===== src/rtl/uart_data_fifo_pkg.sv =====
// Shared UART FIFO constants: default geometry and derived pointer width.
package uart_data_fifo_pkg;

   localparam int unsigned UART_FIFO_WIDTH     = 8;
   localparam int unsigned UART_FIFO_DEPTH     = 16;
   localparam int unsigned UART_FIFO_COUNTER_W = 5;
   localparam int unsigned UART_FIFO_ERR_W     = 3;
   localparam int unsigned UART_FIFO_PTR_W     = $clog2(UART_FIFO_DEPTH);

endpackage


===== src/rtl/uart_fifo_ram.sv =====
// DEPTH x WIDTH register array: synchronous write, asynchronous read, async clear.
// Also exposes a per-entry OR of the low ERR_W bits for the aggregate error flag.
module uart_fifo_ram
   import uart_data_fifo_pkg::*;
#(
   parameter int unsigned WIDTH = UART_FIFO_WIDTH,
   parameter int unsigned DEPTH = UART_FIFO_DEPTH,
   parameter int unsigned ERR_W = UART_FIFO_ERR_W,
   parameter int unsigned PTR_W = UART_FIFO_PTR_W
) (
   input  logic             i_clk,
   input  logic             i_rst,
   input  logic             i_we,
   input  logic [PTR_W-1:0] i_waddr,
   input  logic [WIDTH-1:0] i_wdata,
   input  logic [PTR_W-1:0] i_raddr,
   output logic [WIDTH-1:0] o_rdata,
   output logic [DEPTH-1:0] o_err
);

   logic [WIDTH-1:0] r_mem [DEPTH];

   always_ff @(posedge i_clk or posedge i_rst) begin
      if (i_rst) begin
         for (int unsigned i = 0; i < DEPTH; i++) r_mem[i] <= '0;
      end else if (i_we) begin
         r_mem[i_waddr] <= i_wdata;
      end
   end

   always_comb begin
      o_err = '0;
      for (int unsigned i = 0; i < DEPTH; i++) o_err[i] = |r_mem[i][ERR_W-1:0];
   end

   assign o_rdata = r_mem[i_raddr];

endmodule


===== src/rtl/uart_data_fifo.sv =====
// First-word-fall-through UART data FIFO with edge-triggered pop, sticky
// overrun/underrun flags and an aggregate error flag over valid entries.
module uart_data_fifo
   import uart_data_fifo_pkg::*;
#(
   parameter int unsigned WIDTH   = UART_FIFO_WIDTH,
   parameter int unsigned DEPTH   = UART_FIFO_DEPTH,
   parameter int unsigned COUNT_W = UART_FIFO_COUNTER_W,
   parameter int unsigned ERR_W   = UART_FIFO_ERR_W
) (
   input  logic               clk,
   input  logic               wb_rst_i,
   input  logic [WIDTH-1:0]   data_in,
   input  logic               push,
   input  logic               pop,
   input  logic               fifo_reset,
   input  logic               reset_status,
   output logic [WIDTH-1:0]   data_out,
   output logic [COUNT_W-1:0] count,
   output logic               overrun,
   output logic               underrun,
   output logic               error_bit
);

   localparam int unsigned PTR_W = $clog2(DEPTH);

   logic [PTR_W-1:0]   r_wr_ptr, r_rd_ptr;
   logic [COUNT_W-1:0] r_count;
   logic               r_pop_q, r_overrun, r_underrun;

   logic               w_pop_ev, w_full, w_empty;
   logic               w_do_push, w_do_pop, w_ovr_ev, w_udr_ev;
   logic [DEPTH-1:0]   w_ram_err;
   logic               w_err;

   assign w_pop_ev = pop & ~r_pop_q;
   assign w_full   = (r_count == COUNT_W'(DEPTH));
   assign w_empty  = (r_count == '0);

   // When full, a simultaneous pop frees the slot the write lands in.
   assign w_do_pop  = w_pop_ev & ~w_empty & ~fifo_reset;
   assign w_do_push = push & (~w_full | w_pop_ev) & ~fifo_reset;
   assign w_ovr_ev  = push & w_full & ~w_pop_ev & ~fifo_reset;
   assign w_udr_ev  = w_pop_ev & w_empty & ~fifo_reset;

   always_ff @(posedge clk or posedge wb_rst_i) begin
      if (wb_rst_i) begin
         r_wr_ptr   <= '0;
         r_rd_ptr   <= '0;
         r_count    <= '0;
         r_pop_q    <= 1'b0;
         r_overrun  <= 1'b0;
         r_underrun <= 1'b0;
      end else begin
         r_pop_q <= pop;
         if (fifo_reset) begin
            r_wr_ptr <= '0;
            r_rd_ptr <= '0;
            r_count  <= '0;
         end else begin
            if (w_do_push) r_wr_ptr <= r_wr_ptr + PTR_W'(1);
            if (w_do_pop)  r_rd_ptr <= r_rd_ptr + PTR_W'(1);
            case ({w_do_push, w_do_pop})
               2'b10:   r_count <= r_count + COUNT_W'(1);
               2'b01:   r_count <= r_count - COUNT_W'(1);
               default: r_count <= r_count;
            endcase
         end
         if (w_ovr_ev)          r_overrun  <= 1'b1;
         else if (reset_status) r_overrun  <= 1'b0;
         if (w_udr_ev)          r_underrun <= 1'b1;
         else if (reset_status) r_underrun <= 1'b0;
      end
   end

   uart_fifo_ram #(
      .WIDTH (WIDTH),
      .DEPTH (DEPTH),
      .ERR_W (ERR_W),
      .PTR_W (PTR_W)
   ) u_ram (
      .i_clk   (clk),
      .i_rst   (wb_rst_i),
      .i_we    (w_do_push),
      .i_waddr (r_wr_ptr),
      .i_wdata (data_in),
      .i_raddr (r_rd_ptr),
      .o_rdata (data_out),
      .o_err   (w_ram_err)
   );

   // Only the r_count entries starting at the head contribute.
   always_comb begin
      w_err = 1'b0;
      for (int unsigned i = 0; i < DEPTH; i++) begin
         if (COUNT_W'(i) < r_count) w_err = w_err | w_ram_err[r_rd_ptr + PTR_W'(i)];
      end
   end

   assign count     = r_count;
   assign overrun   = r_overrun;
   assign underrun  = r_underrun;
   assign error_bit = w_err;

endmodule


===== config.mk =====
export PLATFORM = sky130hd
export DESIGN_NAME = uart_data_fifo
export DESIGN_NICKNAME = d
export VERILOG_FILES = /design/src/rtl/uart_data_fifo_pkg.sv /design/src/rtl/uart_fifo_ram.sv /design/src/rtl/uart_data_fifo.sv
export SDC_FILE = /design/constraint.sdc
export NUM_CORES = 1
export LEC_CHECK = 0
export ABC_AREA = 0
export CAP_MARGIN = 20
export CORE_ASPECT_RATIO = 0.8
export CORE_MARGIN = 3
export CORE_UTILIZATION = 60
export DETAILED_ROUTE_END_ITERATION = 7
export PLACE_DENSITY = 0.79
export RECOVER_POWER = 25
export SLEW_MARGIN = 10
export SYNTH_ARGS = -nofsm -noshare
export SYNTH_HDL_FRONTEND = slang
export SYNTH_SLANG_ARGS = --single-unit

===== constraint.sdc =====
create_clock -name clk -period 13.9 [get_ports clk]
set_clock_uncertainty 0.2 [all_clocks]
set_input_delay 3.475 -clock clk [delete_from_list [all_inputs] [get_ports clk]]
set_output_delay 3.475 -clock clk [all_outputs]
set_load 0.02 [all_outputs]

# ---- After elaboration in Yosys (flattened, before gate mapping)
# Cells that the tools add are included.
dict set report word_totals {
  reg_bits 144
  out_inout_bits 16
  wordCells 197
}
dict set report classes {
  add_sub_neg 18
  order_cmp 35
  eq_ne 3
  mux 63
  bitwise_logic 33
  reduce_logical 23
}
# op count
set op_table {}
lappend op_table {{$bwmux W128} 1}
lappend op_table {{$lt A4 B5 Y1 const B} 16}
lappend op_table {{$bmux W1 S4} 16}
lappend op_table {{$reduce_or A3 Y1} 16}
lappend op_table {{$lt A4 B5 Y1 const A} 8}
lappend op_table {{$mux W1} 35}
lappend op_table {{$add A4 B4 Y4 const B} 8}
lappend op_table {{$bmux W8 S4} 1}
lappend op_table {{$demux W8 S4} 1}
lappend op_table {{$mux W8} 3}
lappend op_table {{$lt A3 B5 Y1 const A} 4}
lappend op_table {{$add A4 B3 Y4 const B} 4}
lappend op_table {{$mux W4} 4}
lappend op_table {{$or A1 B1 Y1} 16}
lappend op_table {{$and A1 B1 Y1} 10}
lappend op_table {{$ge A5 B5 Y1 const B} 2}
lappend op_table {{$lt A1 B5 Y1 const A} 2}
lappend op_table {{$lt A2 B5 Y1 const A} 2}
lappend op_table {{$not A4 Y5} 2}
lappend op_table {{$pmux W5 S2} 1}
lappend op_table {{$add A4 B1 Y4 const B} 2}
lappend op_table {{$add A4 B2 Y4 const B} 2}
lappend op_table {{$reduce_bool A2 Y1} 4}
lappend op_table {{$add A5 B1 Y5 const B} 1}
lappend op_table {{other kinds (10)} 14}

# ---- Longest topological paths before layout
dict set report depth {
  depth_word 34
  ltp_mapped 12
  ltp_nobuf 9
}

# ---- Modules after synthesis
# A second synthesis with hierarchy kept.
dict set report hier_totals {
  hier_cells 660
  area_unflattened_um2 8429.3
}
# module instances cells_per_inst area_per_inst_um2
set modules_own_cells {}
lappend modules_own_cells {uart_fifo_ram 1 386 5978.2}
lappend modules_own_cells {uart_data_fifo 1 274 2451.1}

# ---- Least setup slack after synthesis
# OpenSTA, ideal clock, no wires.
dict set report synth_path {
  kind {flip-flop to output port}
  start {register r_rd_ptr[1]}
  end {output error_bit}
  arrival_ps 3252
  required_time_ps 10225
  setup_slack_ps 6973
  stages_incl_launch_ff 11
  path_buffers 2
  cell_sequence {dfrtp_1 clkbuf_1 clkbuf_1 inv_1 ha_1 xnor2_1 mux4_2 a21boi_0 o2bb2a_2 nor4_1 nand4_1}
}
dict set report synth_between {
  elab_chain_len 33
}
# element line_no
set synth_rtl {}
lappend synth_rtl {{from (decl)} uart_data_fifo.sv:27} ;# logic [PTR_W-1:0] r_wr_ptr, r_rd_ptr;
lappend synth_rtl {{from (signal assigned)} uart_data_fifo.sv:62} ;# if (w_do_pop) r_rd_ptr <= r_rd_ptr + PTR_W'(1);
lappend synth_rtl {{$add A4 B1 Y4 or $bmux W1 S4 (tied branches)} uart_data_fifo.sv:96} ;# if (COUNT_W'(i) < r_count) w_err = w_err | w_ram_err[r_rd_ptr + PTR_W'(i)];
lappend synth_rtl {{$bmux W1 S4 or $mux W1 (tied branches)} uart_data_fifo.sv:96}
lappend synth_rtl {{$mux W1 (implied by the code)} uart_data_fifo.sv:96}
lappend synth_rtl {{$or A1 B1 Y1} uart_data_fifo.sv:96}
lappend synth_rtl {{$mux W1} uart_data_fifo.sv:96}
lappend synth_rtl {{$or A1 B1 Y1} uart_data_fifo.sv:96}
lappend synth_rtl {{$mux W1} uart_data_fifo.sv:96}
lappend synth_rtl {{$or A1 B1 Y1} uart_data_fifo.sv:96}
lappend synth_rtl {{[17 not listed]} --}
lappend synth_rtl {{$or A1 B1 Y1} uart_data_fifo.sv:96}
lappend synth_rtl {{$mux W1} uart_data_fifo.sv:96}
lappend synth_rtl {{$or A1 B1 Y1} uart_data_fifo.sv:96}
lappend synth_rtl {{$mux W1} uart_data_fifo.sv:96}
lappend synth_rtl {{$or A1 B1 Y1} uart_data_fifo.sv:96}
lappend synth_rtl {{$mux W1} uart_data_fifo.sv:96}
lappend synth_rtl {{$or A1 B1 Y1} uart_data_fifo.sv:96}
lappend synth_rtl {{$mux W1 (*)} uart_data_fifo.sv:96}
lappend synth_rtl {{to (decl)} uart_data_fifo.sv:22} ;# output logic error_bit
# Every way passes the cells marked *; elsewhere a longest branch is shown, timed or not. The select of a mux whose other input is x is not followed.

# ---- Worst setup path in the final report
dict set report layout_path {
  start {register r_rd_ptr[0]}
  end {output error_bit}
}
# Same word-level chain as after synthesis.

==> flow_metrics.tcl <==
set metrics [dict create \
    ys_types 47 \
    max-vdd-ir-drop_mv 0.103 \
    rr_startpoint "count[1]$_DFFE_PP0P_" \
    violations "max-capacitance violations, max-slew violations" \
    cts-htree-levels 4 \
    cts_hold_buf 0 \
    cts_buffers 17 \
    die_area_sq_mm 0.0147 \
    max_freq_mhz 127 \
    syn_area_sq_mm 0.00796 \
    arrival_ns 4.22 \
    synth_flop_cell "dfrtp_1" \
    cp_max_fo 72 \
    clk_latency_ns 0.42 \
    grt-ovfl-total 0 \
    r2r_setup_slack_ns 10.93 \
    fill_cells 807 \
    synth_edf_count 0 \
    crit_type "register to output pin" \
    rsz0062_at_grt "false" \
    critPathRequiredTime_ns 10.22 \
    num_rows 36 \
    hold_ws_ns 0.303 \
    worstSetupStartpointType "register" \
    worst_pin_slew_ns 3.21 \
    cts-root-buf "clkbuf_16" \
    post_route_cells_drive_above_1_share_pct 35.3 \
    area_growth_pct 12.0 \
    grt_pass1_wl_mm 30.9 \
    multi_input_area_sq_mm 0.00414 \
    routed_wl_mm 19.2 \
    cp-startpoint "r_rd_ptr[0]$_DFFE_PP0P_" \
    ys_warn_count 0 \
    clock_sinks 144 \
    dp_hpwl_mm 12.5 \
    nNetsFinal 648 \
    via_count 5528 \
    track_usage_pct 27.7 \
    antenna_left 0 \
    cp_slowest_cell "buf_4" \
    r2r_end "u_ram.r_mem[1]$_DFFE_PP0P_" \
    end_kind "output pin" \
    wire_per_inst_um 23.9 \
    drv_cap 1 \
    slew_headroom_pct -115 \
    seqCellArea_sq_mm 0.00361 \
    finalWorstSetupSlack_ns 6.01 \
    antenna_found_initial 0 \
    path_clk_slew_ns 0.07 \
    synth_nets 634 \
    dp_slack_ns 6.39 \
    tns_ns 0 \
    cts.path.max_buffers 2 \
    endpoint "error_bit" \
    post-route-period-util_pct 56.8 \
    rr_worst_depth 7 \
    max_stage_delay_ns 0.71 \
    crit_chain "buf_4, inv_1, ha_1, xnor2_1, mux4_2, a21boi_0, o2bb2a_2, nor4_1, nand4_1, clkdlybuf4s50_1" \
    ys_seq_elements 144 \
    utilization_pct 70.9 \
    drc 0 \
    seq_area_frac_synth_pct 45.3 \
    hold_class "register to register" \
    io_buffers 29 \
    core-area_sq_mm 0.0126 \
    routed_via_density 6.88 \
    grt_max_degree 76 \
    finalSetupViolCount 0 \
    diodes 0 \
    cts_resized 0 \
    total_leakage_power_nw 3.94 \
    syn_area_per_cell_sq_um 13.2 \
    initial_core_util_pct 63.3 \
    period_needed_ns 7.89 \
    syn_inst 605 \
    grt_pass1_vias 5619 \
    outcome "finished, violations left" \
    powerDensity_mw_per_mm2 137 \
    finalHoldViolCount 0 \
    die_h_um 109 \
    dr.pass1.iters 5 \
    cts_tree "done" \
    drv_slew 76 \
    first_iter_violations 692 \
    die_w_um 135 \
    place.gp.congestion 0.966 \
    io_pins 30 \
    async_flop_share_pct 100 \
    post-cts-setup-buffer-count 0 \
]
layout by cell type (no fill, tap or decap), drive strengths merged, types with 9 or more instances in the layout:
master         count
clkdlybuf4s50     26
nor3              12
nand4             18
nor4               9
and2              11
dfrtp            144
nand2             15
clkbuf            18
nand3             28
a21oi             14
inv               19
xnor2             14
mux4              51
mux2             128
ha                15
nor2              20
registers in the layout (all words and copies together) (netlist names):
register / cells
count: 5
overrun: 1
r_pop_q: 1
r_rd_ptr: 4
r_wr_ptr: 4
u_ram.r_mem: 128
underrun: 1
cell families after synthesis:
logic type,after synthesis,share of synthesized area [%]
adders and majority gates,15,2.36
and+or+nand+nor,141,10.0
AOI/OAI and AO/OA,46,3.82
xor gates and xnor gates,20,2.20
DFF,144,45.3
muxes,187,33.6
buffers and inverters,52,2.74
worst min path at each step:
| stage | start | cells past startpoint | endpoint |
|---|---|---|---|
| finish | u_ram.r_mem[119]$_DFFE_PP0P_ | 1 | u_ram.r_mem[119]$_DFFE_PP0P_ |
| global route | u_ram.r_mem[119]$_DFFE_PP0P_ | 1 | u_ram.r_mem[119]$_DFFE_PP0P_ |
| CTS | u_ram.r_mem[119]$_DFFE_PP0P_ | 1 | u_ram.r_mem[119]$_DFFE_PP0P_ |
| detailed placement | u_ram.r_mem[76]$_DFFE_PP0P_ | 1 | u_ram.r_mem[76]$_DFFE_PP0P_ |
| global placement | u_ram.r_mem[77]$_DFFE_PP0P_ | 1 | u_ram.r_mem[77]$_DFFE_PP0P_ |
| floorplan | u_ram.r_mem[107]$_DFFE_PP0P_ | 1 | u_ram.r_mem[107]$_DFFE_PP0P_ |
power breakdown:
part           switching (W)  total, W  internal [W]
Clock               0.000193  0.000450      0.000257
Combinational       0.000138  0.000277      0.000138
Sequential         0.0000332  0.000490      0.000457
Total               0.000364   0.00122      0.000852
worst max-delay path: cells and delay by family, from the launching register on:
family / cells / cell delay (ns)
xor gates and xnor gates: 1 / 0.45
adders and majority gates: 1 / 0.24
buffers and inverters: 3 / 1.37
DFF: 1 / 0.34
and+or+nand+nor: 2 / 0.35
AOI/OAI and AO/OA: 2 / 0.41
muxes: 1 / 0.59
per-layer routing:
| layer | routed length (um) | GRT usage [%] | vias up |
|---|---|---|---|
| li1 | - | - | 2345 |
| met1 | 8120 | 39.6 | 2887 |
| met2 | 9350 | 44.9 | 257 |
| met3 | 1370 | 4.11 | 39 |
| met4 | 345 | 8.58 | 0 |
| met5 | 0 | 0 | - |
metrics by stage:
step                power [W]  cells  cell area (sq um)
detailed placement   0.000767    771               8330
CTS                   0.00122    803               8920
finish                0.00122    803               8910
floorplan            0.000685    605               7960
global placement     0.000756    771               8330
global route          0.00126    803               8910
synthesized netlist by cell type (8+ instances only):
| cell | n | area (sq um) |
|---|---|---|
| dfrtp_1 | 144 | 3600 |
| mux2_2 | 128 | 1440 |
| mux4_2 | 51 | 1150 |
| nand3_1 | 28 | 140 |
| clkbuf_1 | 24 | 90.1 |
| nor2_1 | 20 | 75.1 |
| nand4_1 | 18 | 113 |
| ha_1 | 15 | 188 |
| nand2_1 | 15 | 56.3 |
| a21oi_1 | 14 | 70.1 |
| xnor2_1 | 14 | 123 |
| inv_1 | 13 | 48.8 |
| nor3_1 | 12 | 60.1 |
| and2_1 | 10 | 62.6 |
| nor4_1 | 9 | 56.3 |
| mux2i_1 | 8 | 80.1 |
layout make-up:
class / count / area share (%)
well taps: 171 / 2.40
clock buffers: 18 / 4.93
repair buffers: 33 / 3.59
clock inverters: 14 / 1.63
multi-input cells: 409 / 46.4
inverters: 14 / 0.604
flip-flops and latches: 144 / 40.5
(Power assumes the default switching activity.)
